<file path="src/rtl/fu_wb_queue.sv">
// Writeback queue on the controller side of a functional unit: records destination
// PRNs at issue, queues FU results with those PRNs, and drains them to the PRF/ROB.
module fu_wb_queue #(
  parameter int INST_ID_BITS = 6,
  parameter int PRN_BITS     = 6,
  parameter int MAX_OPERANDS = 3,
  parameter int DEPTH        = 4
) (
  input  logic                                   clk,
  input  logic                                   rst,
  input  logic [INST_ID_BITS-1:0]                inst_id,
  input  logic [MAX_OPERANDS-1:0][PRN_BITS-1:0]  out_prn,
  input  logic                                   inst_valid,
  output logic                                   issue_ready,
  input  logic [MAX_OPERANDS-1:0][63:0]          fu_out_data,
  input  logic [MAX_OPERANDS-1:0]                fu_out_data_valid,
  input  logic [INST_ID_BITS-1:0]                fu_out_inst_id,
  input  logic                                   fu_out_valid,
  output logic                                   wb_valid,
  input  logic                                   wb_ready,
  output logic [INST_ID_BITS-1:0]                wb_inst_id,
  output logic [MAX_OPERANDS-1:0][PRN_BITS-1:0]  wb_prn,
  output logic [MAX_OPERANDS-1:0][63:0]          wb_data,
  output logic [MAX_OPERANDS-1:0]                wb_data_valid,
  output logic                                   overflow
);
  localparam int CW = $clog2(DEPTH + 1);
  localparam int AW = $clog2(DEPTH);

  logic [MAX_OPERANDS-1:0][PRN_BITS-1:0] prn_tab [2**INST_ID_BITS];

  logic [INST_ID_BITS-1:0]               id_mem   [DEPTH];
  logic [MAX_OPERANDS-1:0][PRN_BITS-1:0] prn_mem  [DEPTH];
  logic [MAX_OPERANDS-1:0][63:0]         data_mem [DEPTH];
  logic [MAX_OPERANDS-1:0]               dv_mem   [DEPTH];

  logic [AW-1:0] head, tail;
  logic [CW-1:0] count, inflight;
  logic          full, push, pop;
  logic [MAX_OPERANDS-1:0][PRN_BITS-1:0] cap_prn;

  // Handshake: an entry transfers on a clk edge where wb_valid && wb_ready; while
  // wb_valid is high and wb_ready low the head payload is held unchanged.
  assign full    = (count == CW'(DEPTH));
  assign wb_valid = (count != '0);
  assign pop     = wb_valid && wb_ready;
  assign push    = fu_out_valid && (!full || pop);

  // Zero-latency completion: the table is written on this same edge, so forward.
  assign cap_prn = (inst_valid && (inst_id == fu_out_inst_id)) ? out_prn
                                                               : prn_tab[fu_out_inst_id];

  assign issue_ready = ({1'b0, count} + {1'b0, inflight}) < (CW+1)'(DEPTH);

  assign wb_inst_id    = wb_valid ? id_mem[head]   : '0;
  assign wb_prn        = wb_valid ? prn_mem[head]  : '0;
  assign wb_data       = wb_valid ? data_mem[head] : '0;
  assign wb_data_valid = wb_valid ? dv_mem[head]   : '0;

  always_ff @(posedge clk) begin
    if (inst_valid) prn_tab[inst_id] <= out_prn;
  end

  always_ff @(posedge clk) begin
    if (push) begin
      id_mem[tail]   <= fu_out_inst_id;
      prn_mem[tail]  <= cap_prn;
      data_mem[tail] <= fu_out_data;
      dv_mem[tail]   <= fu_out_data_valid;
    end
  end

  always_ff @(posedge clk or posedge rst) begin
    if (rst) begin
      head     <= '0;
      tail     <= '0;
      count    <= '0;
      inflight <= '0;
      overflow <= 1'b0;
    end else begin
      if (push) tail <= tail + AW'(1);
      if (pop)  head <= head + AW'(1);
      case ({push, pop})
        2'b10:   count <= count + CW'(1);
        2'b01:   count <= count - CW'(1);
        default: count <= count;
      endcase
      // Credits saturate at both ends; a result with no credit outstanding is an error.
      case ({inst_valid, fu_out_valid})
        2'b10:   if (inflight != CW'(DEPTH)) inflight <= inflight + CW'(1);
        2'b01:   if (inflight != '0)         inflight <= inflight - CW'(1);
        default: inflight <= inflight;
      endcase
      if (fu_out_valid && ((full && !pop) || (inflight == '0 && !inst_valid)))
        overflow <= 1'b1;
    end
  end
endmodule

</file>
<file path="config.mk">
export PLATFORM = sky130hd
export DESIGN_NAME = fu_wb_queue
export DESIGN_NICKNAME = d
export VERILOG_FILES = /design/src/rtl/fu_wb_queue.sv
export SDC_FILE = /design/constraint.sdc
export NUM_CORES = 2
export LEC_CHECK = 0
export BUFFER_PORTS_ARGS = -buffer_cell sky130_fd_sc_hd__buf_2
export CORE_ASPECT_RATIO = 1.4
export CORE_UTILIZATION = 30
export CTS_CLUSTER_DIAMETER = 50
export DETAILED_ROUTE_END_ITERATION = 8
export GPL_TIMING_DRIVEN = 0
export HOLD_SLACK_MARGIN = 0.1
export PLACE_DENSITY = 0.51
export SYNTH_ARGS = -nofsm -noshare
export SYNTH_HDL_FRONTEND = slang
export SYNTH_SLANG_ARGS = --single-unit
</file>
<file path="constraint.sdc">
create_clock -name clk -period 8.4 [get_ports clk]
set_clock_uncertainty 0.05 [all_clocks]
set_input_delay 1.68 -clock clk [delete_from_list [all_inputs] [get_ports clk]]
set_output_delay 1.68 -clock clk [all_outputs]
set_load 0.01 [all_outputs]
</file>
==> run_results.csv <==
group,metric,value,unit
finish,final_util,35.9,%
clock_tree,holdBufCountCts,0,
placed_design,dp_cells,7823,
finish,final_common_cell,"edfxtp_1",
logic_synthesis,synth_edf_count,2028,
finish,final_layout_size_suffix_gt1_share,27.9,%
clock_tree,cts_buffers,209,
timing,max_freq,169,MHz
global_routing,grt_overflow_total,0,
clock_tree,clk_latency,0.87,ns
logic_synthesis,synth_area_per_cell,20.6,µm²
critical_path,cp_max_fo,10,
critical_path,critPathRequiredTime,6.67,ns
critical_path,cp_data_arrival_time,4.19,ns
die,coreArea,261000,µm²
clock_tree,cts_buffer_depth,4,
logic_synthesis,syn_nets,4053,
global_routing,grt_pass1_vias,41118,
timing,hold_viol,0,
global_routing,grt_max_degree,66,
global_routing,track_usage,16.6,%
critical_path,critical_path_class,"flop to primary output",
placed_design,place_area,87100,µm²
die,die_w,435,µm
die,initial_core_util,30.2,%
placed_design,routabilityCongestion,0.838,
logic_synthesis,ys_seq_area_share,77.8,%
clock_tree,cts_max_level,4,
placed_design,port_buffers,447,
routing,drt_first_pass_iters,6,
power_and_ir_drop,powerDensity,295,nW/µm²
die,rows,222,
logic_synthesis,ys_types,51,
routing,drtIter0Drc,3332,
global_routing,antenna_found_initial,47,
logic_synthesis,synth.yosys.warnings,0,
die,dieArea,264000,µm²
finish,final_cell_mix,"2,028 x edfxtp_1, 514 x buf_2, 426 x mux2i_1",
routing,ant_nets,0,
hold_path,hold_path.class,"flop to flop",
run,maxCapViolCount,0,
timing,finalCritPeriodShare,70.4,%
finish,nets,4802,
timing,setup_viol,0,
logic_synthesis,ys_ff_latch,2039,
clock_tree,clkSinkCount,2039,
routing,num_vias,39875,
finish,synthToLayoutAreaGrowth,19.0,%
timing,final_max_slew_viol_count,0,
logic_synthesis,post_synth_inst_count,3813,
routing,drc,0,
timing,rsz0062_at_grt,"false",
status,status,"complete, no violations",
logic_synthesis,mappedNetlistArea,78600,µm²
power_and_ir_drop,peakVddDrop,0.251,mV
timing,period_minus_slack,5.92,ns
finish,final-instance-count-excl-fill,8212,
critical_path,startpoint_type,"flop",
clock_tree,cts_setup_buffers,0,
die,boundaryPins,452,
routing,viasPerCell,4.86,
clock_tree,clock-root-buffer,"clkbuf_16",
routing,routed_wl,225000,µm
die,die_h,608,µm
logic_synthesis,async_flop_share,0.539,%
placed_design,hpwl,153000,µm
power_and_ir_drop,leakage,31.0,nW
critical_path,crit_path_end_kind,"primary output",
routing,wl_per_cell,27.3,µm
clock_tree,cts_resized,0,
timing,relSlewSlack,9.96,%
global_routing,grt_first_pass_wirelength,315000,µm
logic_synthesis,synth_ff_type,"edfxtp_1",
finish,design_area,93600,µm²
timing,worstMarginPinSlew,1.35,ns
clock_tree,cts_tree,"built",
clock_tree,clk_pin_slew_worst_paths,0.06,ns
[path summary, 6_finish.rpt]
| kind | slack (ns) | from | end | depth (start not counted) |
|---|---|---|---|---|
| worst max-delay path | 2.48 | count[0] | wb_data[123] | 7 |
| worst max register to register | 4.75 | count[0] | count[2] | 10 |
| min in group asynchronous | 0.78 | rst | head[1] | 2 |
| worst min-delay path | 0.42 | overflow | overflow | 1 |
| max in group asynchronous | 7.17 | rst | tail[0] | 2 |
| worst min register to register | 0.42 | overflow | overflow | 1 |
[logic make-up (layout without fill, tap and decap cells)]
group,Yosys count,count (layout),share of synthesized area (%)
AO/OA/AOI/OAI,326,326,3.04
XOR/XNOR,14,14,0.156
adder cells (fa/ha/maj),10,10,0.178
buffers and inverters,236,1143,1.38
flip-flops,2039,2039,77.8
multiplexers,748,748,14.4
other,0,20,0
AND/OR/NAND/NOR,440,440,3.04
[final cells by class]
cell class                      instances  area [µm²]
Fill cell                           24269      167000
Sequential cell                      2039       61200
Multi-Input combinational cell       1538       16600
Clock buffer                          246        5390
Tap cell                             3472        4340
Timing Repair Buffer                  538        3920
Buffer                                221        1030
Clock inverter                        123        1020
Inverter                               15        61.3
Antenna cell                           20        50.0
[critical path, stage by stage, from the launching register on]
cell and delay [ns]:
dfrtp_1 0.32, clkbuf_1 0.30, or3_1 0.17, clkbuf_1 0.60, clkbuf_1 0.97, clkbuf_1 0.46
and2_1 0.29, buf_2 0.18
[registers in the layout, summed over array words and instances, names as in the netlist]
| signal | flops |
|---|---|
| prn_tab | 1152 |
| data_mem | 768 |
| prn_mem | 72 |
| id_mem | 24 |
| dv_mem | 12 |
| count | 3 |
| inflight | 3 |
| head | 2 |
| tail | 2 |
| overflow | 1 |
[cells in the mapped netlist (all sizes together) (3+ instances only)]
| cell type | n | area (µm²) |
|---|---|---|
| edfxtp | 2028 | 60900 |
| mux2i | 426 | 4260 |
| mux4 | 306 | 6890 |
| and2 | 225 | 1410 |
| a22oi | 203 | 1520 |
| buf | 117 | 636 |
| clkbuf | 104 | 392 |
| nand3 | 76 | 380 |
| nor2 | 73 | 274 |
| a21oi | 34 | 170 |
| nand2 | 34 | 128 |
| o21ai | 23 | 115 |
| o211ai | 17 | 128 |
| a211o | 16 | 140 |
| a41o | 16 | 160 |
| mux2 | 16 | 180 |
| inv | 15 | 61.3 |
| dfrtp | 11 | 275 |
| xnor2 | 10 | 87.6 |
| ha | 8 | 100 |
| nand2b | 6 | 37.5 |
| nor2b | 6 | 37.5 |
| nor3 | 6 | 30.0 |
| nand4 | 4 | 25.0 |
| xor2 | 4 | 35.0 |
| and3 | 3 | 18.8 |
[through the flow]
| stage | setup TNS (ns) | power (W) | setup WS (ns) | hold slack (ns) |
|---|---|---|---|---|
| 2_1_floorplan | 0 | 0.0162 | 0.374 | 0.430 |
| 3_3_place_gp | -4911.59 | 0.0194 | -5.74 | 0.404 |
| 3_5_place_dp | 0 | 0.0191 | 2.71 | 0.404 |
| 4_1_cts | 0 | 0.0281 | 1.91 | 0.419 |
| 5_1_grt | 0 | 0.0287 | 1.94 | 0.459 |
| 6_report | 0 | 0.0276 | 2.48 | 0.418 |
[routing by layer]
| metal | vias up | track usage [%] | routed length, µm |
|---|---|---|---|
| li1 | 17166 | - | - |
| met5 | - | 0 | 162 |
| met2 | 1332 | 29.5 | 116000 |
| met3 | 355 | 3.55 | 15000 |
| met4 | 26 | 4.69 | 6750 |
| met1 | 20996 | 20.2 | 86900 |
[power by group]
group | internal [W] | switching [W]
logic | 0.00255 | 0.00377
registers | 0.0122 | 0.000173
clock network | 0.00498 | 0.00390
Power figures use the tool's default switching activity.
